==> config.mk <==
export PLATFORM = sky130hd
export DESIGN_NAME = mem_stage
export DESIGN_NICKNAME = d
export VERILOG_FILES = /design/src/rtl/mem_pkg.sv /design/src/rtl/mem_timeout_ctr.sv /design/src/rtl/mem_stage.sv
export SDC_FILE = /design/constraint.sdc
export NUM_CORES = 1
export LEC_CHECK = 0
export CAP_MARGIN = 0
export CORE_ASPECT_RATIO = 0.6
export CORE_UTILIZATION = 40
export DETAILED_ROUTE_END_ITERATION = 10
export HOLD_SLACK_MARGIN = 0.05
export PLACE_DENSITY = 0.78
export SETUP_SLACK_MARGIN = 0.3
export SKIP_CTS_REPAIR_TIMING = 1
export SLEW_MARGIN = 20
export SYNTH_ARGS = -nofsm -noshare
export SYNTH_HDL_FRONTEND = slang
export SYNTH_SLANG_ARGS = --single-unit
export TNS_END_PERCENT = 5
==> constraint.sdc <==
create_clock -name clk -period 3.15 [get_ports clk]
set_clock_uncertainty 0.05 [all_clocks]
set_input_delay 0.63 -clock clk [delete_from_list [all_inputs] [get_ports clk]]
set_output_delay 0.63 -clock clk [all_outputs]
set_load 0.02 [all_outputs]
==> src/rtl/mem_pkg.sv <==
// ============================================================================
// Module : mem_pkg
// Brief  : Shared state encoding and default widths for the memory stage.
// Rev    : 1.0 - initial release
// ============================================================================
`default_nettype none

package mem_pkg;

  localparam int c_DATA_W  = 16;
  localparam int c_RD_W    = 3;
  localparam int c_TIMEOUT = 15;

  typedef enum logic [0:0] {
    ST_IDLE = 1'b0,
    ST_WAIT = 1'b1
  } mem_state_t;

endpackage : mem_pkg

`default_nettype wire

==> src/rtl/mem_timeout_ctr.sv <==
// ============================================================================
// Module : mem_timeout_ctr
// Brief  : Wait-cycle counter; flags the last permitted stalled cycle.
// Rev    : 1.0 - initial release
// ============================================================================
`default_nettype none

module mem_timeout_ctr
  import mem_pkg::*;
#(
  parameter int TIMEOUT = c_TIMEOUT
) (
  input  logic clk,
  input  logic rst,
  input  logic i_clear,
  input  logic i_en,
  output logic o_expired
);

  localparam int c_CNT_W = $clog2(TIMEOUT + 1);

  logic [c_CNT_W-1:0] r_cnt;

  // Expired is raised on the stalled cycle whose increment would reach TIMEOUT.
  assign o_expired = i_en && (r_cnt == c_CNT_W'(TIMEOUT - 1));

  always_ff @(posedge clk) begin
    if (rst || i_clear) begin
      r_cnt <= '0;
    end else if (i_en && !o_expired) begin
      r_cnt <= r_cnt + 1'b1;
    end
  end

endmodule : mem_timeout_ctr

`default_nettype wire

==> src/rtl/mem_stage.sv <==
// ============================================================================
// Module : mem_stage
// Brief  : Pipeline MEM stage with data-memory handshake, timeout and MEM/WB.
// Rev    : 1.0 - initial release
// ============================================================================
`default_nettype none

module mem_stage
  import mem_pkg::*;
#(
  parameter int DATA_W  = c_DATA_W,
  parameter int RD_W    = c_RD_W,
  parameter int TIMEOUT = c_TIMEOUT
) (
  input  logic              clk,
  input  logic              rst,
  input  logic              in_valid,
  input  logic [DATA_W-1:0] in_alu_result,
  input  logic [DATA_W-1:0] in_store_data,
  input  logic              in_mem_read,
  input  logic              in_mem_write,
  input  logic              in_reg_write,
  input  logic [RD_W-1:0]   in_rd,
  input  logic              flush,
  output logic              in_ready,
  output logic              mem_stall,
  output logic              dmem_req,
  output logic              dmem_we,
  output logic [DATA_W-1:0] dmem_addr,
  output logic [DATA_W-1:0] dmem_wdata,
  input  logic              dmem_ready,
  input  logic [DATA_W-1:0] dmem_rdata,
  output logic              wb_valid,
  output logic              wb_reg_write,
  output logic              wb_mem_to_reg,
  output logic [RD_W-1:0]   wb_rd,
  output logic [DATA_W-1:0] wb_alu_result,
  output logic [DATA_W-1:0] wb_mem_data,
  output logic              mem_fault
);

  mem_state_t r_state, w_state_nxt;

  logic [DATA_W-1:0] r_hold_addr, r_hold_wdata;
  logic [RD_W-1:0]   r_hold_rd;
  logic              r_hold_write, r_hold_reg_write;

  logic              r_wb_valid, r_wb_reg_write, r_wb_mem_to_reg, r_fault;
  logic [RD_W-1:0]   r_wb_rd;
  logic [DATA_W-1:0] r_wb_alu, r_wb_mem;

  logic              w_wait, w_expired, w_hold_ld, w_fault;
  logic              w_wb_valid, w_wb_reg_write, w_wb_mem_to_reg;
  logic [RD_W-1:0]   w_wb_rd;
  logic [DATA_W-1:0] w_wb_alu, w_wb_mem;

  assign w_wait     = (r_state == ST_WAIT);
  assign in_ready   = !w_wait;
  assign mem_stall  = w_wait;
  assign dmem_req   = w_wait;
  assign dmem_we    = w_wait && r_hold_write;
  assign dmem_addr  = w_wait ? r_hold_addr  : '0;
  assign dmem_wdata = w_wait ? r_hold_wdata : '0;

  mem_timeout_ctr #(
    .TIMEOUT (TIMEOUT)
  ) u_timeout_ctr (
    .clk       (clk),
    .rst       (rst),
    .i_clear   (!w_wait),
    .i_en      (w_wait && !dmem_ready),
    .o_expired (w_expired)
  );

  always_ff @(posedge clk) begin
    if (rst) r_state <= ST_IDLE;
    else     r_state <= w_state_nxt;
  end

  always_comb begin
    w_state_nxt     = r_state;
    w_hold_ld       = 1'b0;
    w_fault         = 1'b0;
    w_wb_valid      = 1'b0;
    w_wb_reg_write  = 1'b0;
    w_wb_mem_to_reg = 1'b0;
    w_wb_rd         = '0;
    w_wb_alu        = '0;
    w_wb_mem        = '0;
    case (r_state)
      ST_IDLE: begin
        if (in_valid && !flush) begin
          if (in_mem_read && in_mem_write) begin
            w_fault = 1'b1;
          end else if (in_mem_read || in_mem_write) begin
            w_hold_ld   = 1'b1;
            w_state_nxt = ST_WAIT;
          end else begin
            w_wb_valid     = 1'b1;
            w_wb_reg_write = in_reg_write;
            w_wb_rd        = in_rd;
            w_wb_alu       = in_alu_result;
          end
        end
      end
      ST_WAIT: begin
        // Completion wins over an expiring counter on the same cycle.
        if (dmem_ready) begin
          w_state_nxt     = ST_IDLE;
          w_wb_valid      = 1'b1;
          w_wb_reg_write  = r_hold_reg_write && !r_hold_write;
          w_wb_mem_to_reg = !r_hold_write;
          w_wb_rd         = r_hold_rd;
          w_wb_alu        = r_hold_addr;
          w_wb_mem        = r_hold_write ? '0 : dmem_rdata;
        end else if (w_expired) begin
          w_state_nxt = ST_IDLE;
          w_fault     = 1'b1;
        end
      end
      default: w_state_nxt = ST_IDLE;
    endcase
  end

  always_ff @(posedge clk) begin
    if (rst) begin
      r_hold_addr      <= '0;
      r_hold_wdata     <= '0;
      r_hold_rd        <= '0;
      r_hold_write     <= 1'b0;
      r_hold_reg_write <= 1'b0;
    end else if (w_hold_ld) begin
      r_hold_addr      <= in_alu_result;
      r_hold_wdata     <= in_store_data;
      r_hold_rd        <= in_rd;
      r_hold_write     <= in_mem_write;
      r_hold_reg_write <= in_reg_write;
    end
  end

  always_ff @(posedge clk) begin
    if (rst) begin
      r_wb_valid      <= 1'b0;
      r_wb_reg_write  <= 1'b0;
      r_wb_mem_to_reg <= 1'b0;
      r_wb_rd         <= '0;
      r_wb_alu        <= '0;
      r_wb_mem        <= '0;
      r_fault         <= 1'b0;
    end else begin
      r_wb_valid      <= w_wb_valid;
      r_wb_reg_write  <= w_wb_reg_write;
      r_wb_mem_to_reg <= w_wb_mem_to_reg;
      r_wb_rd         <= w_wb_rd;
      r_wb_alu        <= w_wb_alu;
      r_wb_mem        <= w_wb_mem;
      r_fault         <= w_fault;
    end
  end

  assign wb_valid      = r_wb_valid;
  assign wb_reg_write  = r_wb_reg_write;
  assign wb_mem_to_reg = r_wb_mem_to_reg;
  assign wb_rd         = r_wb_rd;
  assign wb_alu_result = r_wb_alu;
  assign wb_mem_data   = r_wb_mem;
  assign mem_fault     = r_fault;

endmodule : mem_stage

`default_nettype wire

Word level (Yosys, flattened, before mapping) --
Cells that the tools add are included.
Word-level totals: latch bits 0, input bits 59, flip-flop bits (word level) 81, bits in read-only memories 0, output and inout port bits 75, RAM bits 0, word-level logic and storage cells 68, memories kept 0
Cells by class: muxes and demuxes 34, div/mod/pow operators 0, multiply operators 0, bitwise logic cells 2, equality and inequality tests 1, shift operators 0, order comparisons 0, add/sub/neg operators 1, reduce and logical (&&, ||, !) cells 16
Operator list (count):
- $mux W16 | 6
- $pmux W16 S2 | 1
- $mux W1 | 18
- $mux W3 | 4
- $pmux W1 S2 | 4
- $logic_and A1 B1 Y1 | 7
- $pmux W3 S2 | 1
- $logic_not A1 Y1 | 5
- $add A4 B1 Y4 const B | 1
- $eq A4 B4 Y1 const B | 1
- $reduce_or A4 Y1 | 1
- $reduce_or A3 Y1 | 1
- $logic_or A1 B1 Y1 | 2
- $not A1 Y1 | 2

Logic depth before layout (Yosys ltp) --
depth in word-level cells 6, depth in mapped cells 7, mapped depth without buffers 5

By module --
Synthesis repeated with hierarchy kept, for this count alone.
Unflattened totals: cells, all modules 322, area, all modules 3390.8 µm²
Modules (own cells, without submodules):
- mem_stage | area each 3174.3 µm², cells an instance 299, sequential area each 1541.5 µm², instances 1
- mem_timeout_ctr | area each 216.5 µm², cells an instance 23, sequential area each 80.1 µm², instances 1

Least setup slack after synthesis --
OpenSTA, ideal clock, no wires.
path type input-to-reg, from in in_mem_read, to reg r_state (netlist: dmem_req), stages 7, slack 1.351 ns, setup time 0.128 ns, required time 2.972 ns, path buffers 2, data arrival time 1.621 ns, path through inv_1 > ha_1 > and4bb_2 > buf_2 > buf_4 > a21oi_1 > nor2_1
Between the ends: word-level cells in the longest chain between the ends 5, elaborated cells on any way between the ends 6, those cells by class mux (4); reduce/logical (2)
Ends and longest elaborated chain:
- from (decl) | RTL line mem_stage.sv:20 | input logic in_mem_read,
- $logic_or A1 B1 Y1 | RTL line mem_stage.sv:95 | end else if (in_mem_read || in_mem_write) begin
- $mux W1 | RTL line mem_stage.sv:95
- $mux W1 (*) | RTL line mem_stage.sv:93 | if (in_mem_read && in_mem_write) begin
- $mux W1 (*) | RTL line mem_stage.sv:92 | if (in_valid && !flush) begin
- $pmux W1 S2 (*) | RTL line mem_stage.sv:90 | case (r_state)
- to (signal assigned) | RTL line mem_stage.sv:77 | else r_state <= w_state_nxt;
- to (decl) | RTL line mem_stage.sv:42 | mem_state_t r_state, w_state_nxt;
Mark *: on every way between the ends. The rest lies on a longest branch, timed or not. A chain may end at the register's enable or synchronous reset.

Final worst setup path --
from reg r_state (netlist: dmem_req), to out dmem_wdata[4]
Between the ends: word-level cells in the longest chain between the ends 1
Ends and longest elaborated chain:
- $mux W16 | RTL line mem_stage.sv:63 | assign dmem_wdata = w_wait ? r_hold_wdata : '0;
- to (decl) | RTL line mem_stage.sv:30 | output logic [DATA_W-1:0] dmem_wdata,
No other way between the ends.

==> impl_metrics.env <==
export IMPL_io_buffers=133
export IMPL_p_int_mw=1.715
export IMPL_end_kind="output port"
export IMPL_area_growth_pct=55.90
export IMPL_utilization=0.6679
export IMPL_ant_nets=0
export IMPL_drt_iter0_markers=102
export IMPL_synth_distinct_cells=29
export IMPL_synth_fp_nets=389
export IMPL_ys_ff_latch=81
export IMPL_switchingPower_mw=0.5077
export IMPL_grt_pass1_wl_um=11520
export IMPL_grt_use_total=0.1949
export IMPL_wirelength_um=7489
export IMPL_hold_viol=0
export IMPL_p_leak_nw=1.706
export IMPL_r2r_slack_ps=1130
export IMPL_final_cell_mix="clkdlybuf4s50_1 (132), dfxtp_1 (81), nand2_1 (77)"
export IMPL_yosysTopAreaCell="dfxtp_1"
export IMPL_antenna_cells=0
export IMPL_reg2reg_from="dmem_req"
export IMPL_layout_min_cycle_time_ps=2496
export IMPL_hold_ws_ps=405.5
export IMPL_finalSetupViolCount=0
export IMPL_place_congestion=0.8067
export IMPL_vias=2628
export IMPL_drc=0
export IMPL_tightest_slew_ps=838.8
export IMPL_worstPathMaxFanout=43
export IMPL_netlist_area_um2=2959
export IMPL_min_path_type="flip-flop to flip-flop"
export IMPL_clkSlewWorstSetupHoldPaths_ps=60
export IMPL_min_path_cells=2
export IMPL_maxSlewViolCount=0
export IMPL_syn_inst=326
export IMPL_antenna_found_initial=0
export IMPL_p_sw_frac=0.2284
export IMPL_dp_hpwl_um=5210
export IMPL_synthFlopType="dfxtp_1"
export IMPL_ir_drop_v=0.0002894
export IMPL_cp_start_kind="flip-flop"
export IMPL_grt_ovfl_total=0
export IMPL_max_slew_margin_rel=0.4408
export IMPL_coreArea_um2=6907
export IMPL_critPathArrivalTime_ps=1820
export IMPL_ys_seq_area_frac=0.5480
export IMPL_drtPass1Iterations=4
export IMPL_clock_sinks=81
export IMPL_die_area_um2=7757
export IMPL_dp_cells=528
export IMPL_final_nets=515
export IMPL_grt_max_degree=44
export IMPL_timing_rr_end="wb_reg_write"
export IMPL_grt_pass1_vias=2289
export IMPL_synth_top_cell_area_share=0.5480
export IMPL_fin_crit_sh=0.7925
export IMPL_run_status="completed"
export IMPL_cts_root_buf="clkbuf_16"
export IMPL_die_w_um=113.0
export IMPL_tns_ps=0
export IMPL_fp_row_count=23
export IMPL_p_per_area_nw_per_um2=481.8
export IMPL_clkLatencyLatePin_ps=330
export IMPL_h_tree_depth=3
export IMPL_power_mw=2.223
export IMPL_initial_utilization=0.4284
export IMPL_r2r_cells=4
export IMPL_route_detailed_wl_per_inst_um=13.77
export IMPL_syn_area_per_cell_um2=9.077
export IMPL_die_h_um=68.63
export IMPL_yosysWarningCount=0
export IMPL_fmax_ghz=0.4006
export IMPL_synth_edf_count=0
export IMPL_comb_power_share=0.084
export IMPL_cts_tree="yes"
export IMPL_cts_buffers=9
export IMPL_synth_async_reset_ratio=0
export IMPL_hold_end="r_hold_wdata[13]"
export IMPL_pwr_share_clk=0.439
export IMPL_max_cap_violations=0
export IMPL_stdcell_count=544
export IMPL_final_common_cell="clkdlybuf4s50_1"
export IMPL_min_from="r_hold_wdata[13]"
export IMPL_pin_count=134
export IMPL_cp_data_required_time_ps=2470
export IMPL_rsz0062_at_grt="no"
export IMPL_clockBufferDepth=2
export IMPL_pwr_share_seq=0.477
export IMPL_synth_area_leaders="dfxtp_1 (55%), and2_1 (10%), nand2_1 (9.8%)"
export IMPL_vias_per_cell=4.831
export IMPL_final_layout_size_suffix_gt1_frac=0.06127
export IMPL_critPathKind="flip-flop to output port"
-- synth_stat cells (all sizes together) (3+ instances only) --
cell type	number
nor3	3
and2	49
nor2b	3
nand2	77
ha	4
dfxtp	81
a21oi	41
a22o	19
clkbuf	8
nor2	3
inv	6
buf	16
-- layer usage --
layer | up-vias | global-route usage | part of all wire
li1 | 1325 | - | -
met1 | 1203 | 0.2652 | 0.49
met2 | 95 | 0.2876 | 0.41
met3 | 5 | 0.07343 | 0.086
met4 | 0 | 0.05921 | 0.0079
met5 | - | 0 | 0
-- power by group through the flow --
| stage | Sequential (mW) | Combinational, mW | Clock [mW] |
|---|---|---|---|
| after floorplan | 1.09 | 0.0700 | 0 |
| after global placement | 1.08 | 0.184 | 0 |
| after detailed placement | 1.08 | 0.186 | 0 |
| after CTS | 1.06 | 0.188 | 0.997 |
| after global routing | 1.06 | 0.202 | 1.04 |
| final | 1.06 | 0.186 | 0.976 |
-- kinds of logic (layout without fill, tap and decap cells) --
| group | Yosys count | after routing | synth area share |
|---|---|---|---|
| DFF | 81 | 81 | 0.5480 |
| adders and majority gates | 4 | 4 | 0.01691 |
| AOI/OAI and AO/OA | 65 | 65 | 0.1383 |
| buffers and inverters | 30 | 161 | 0.04947 |
| and+or+nand+nor | 146 | 146 | 0.2474 |
-- how the worst max path moves through the flow --
stage | startpoint | endpoint | cells past startpoint
3_5_place_dp | in_mem_write | r_hold_addr[5] | 7
5_1_grt | dmem_req | dmem_we | 4
6_report | dmem_req | dmem_wdata[4] | 3
4_1_cts | dmem_req | dmem_wdata[5] | 3
2_1_floorplan | in_mem_read | dmem_req | 7
3_3_place_gp | in_mem_read | r_hold_addr[5] | 7
-- area by class of cell --
type,instances,area (um^2)
timing repair buffer,139,1371
clock inverter,6,48.80
clock buffer,10,239.0
multi-input combinational,215,1201
sequential,81,1622
fill,564,2293
inverter,6,22.52
tap,87,108.9
-- worst max-delay path: stages, from the launching register on --
cell             delay, ps
dfxtp_1                310
buf_4                  350
and2_1                 190
clkdlybuf4s50_1        640
-- per-stage QoR --
step / worst slack [ps] / cell area (um^2)
finish: 653.8 / 4613
CTS: 635.6 / 4613
global route: 543.3 / 4613
global placement: 522.8 / 4325
floorplan: 1351 / 2959
detailed placement: 478.0 / 4325
(Power assumes the default switching activity.)
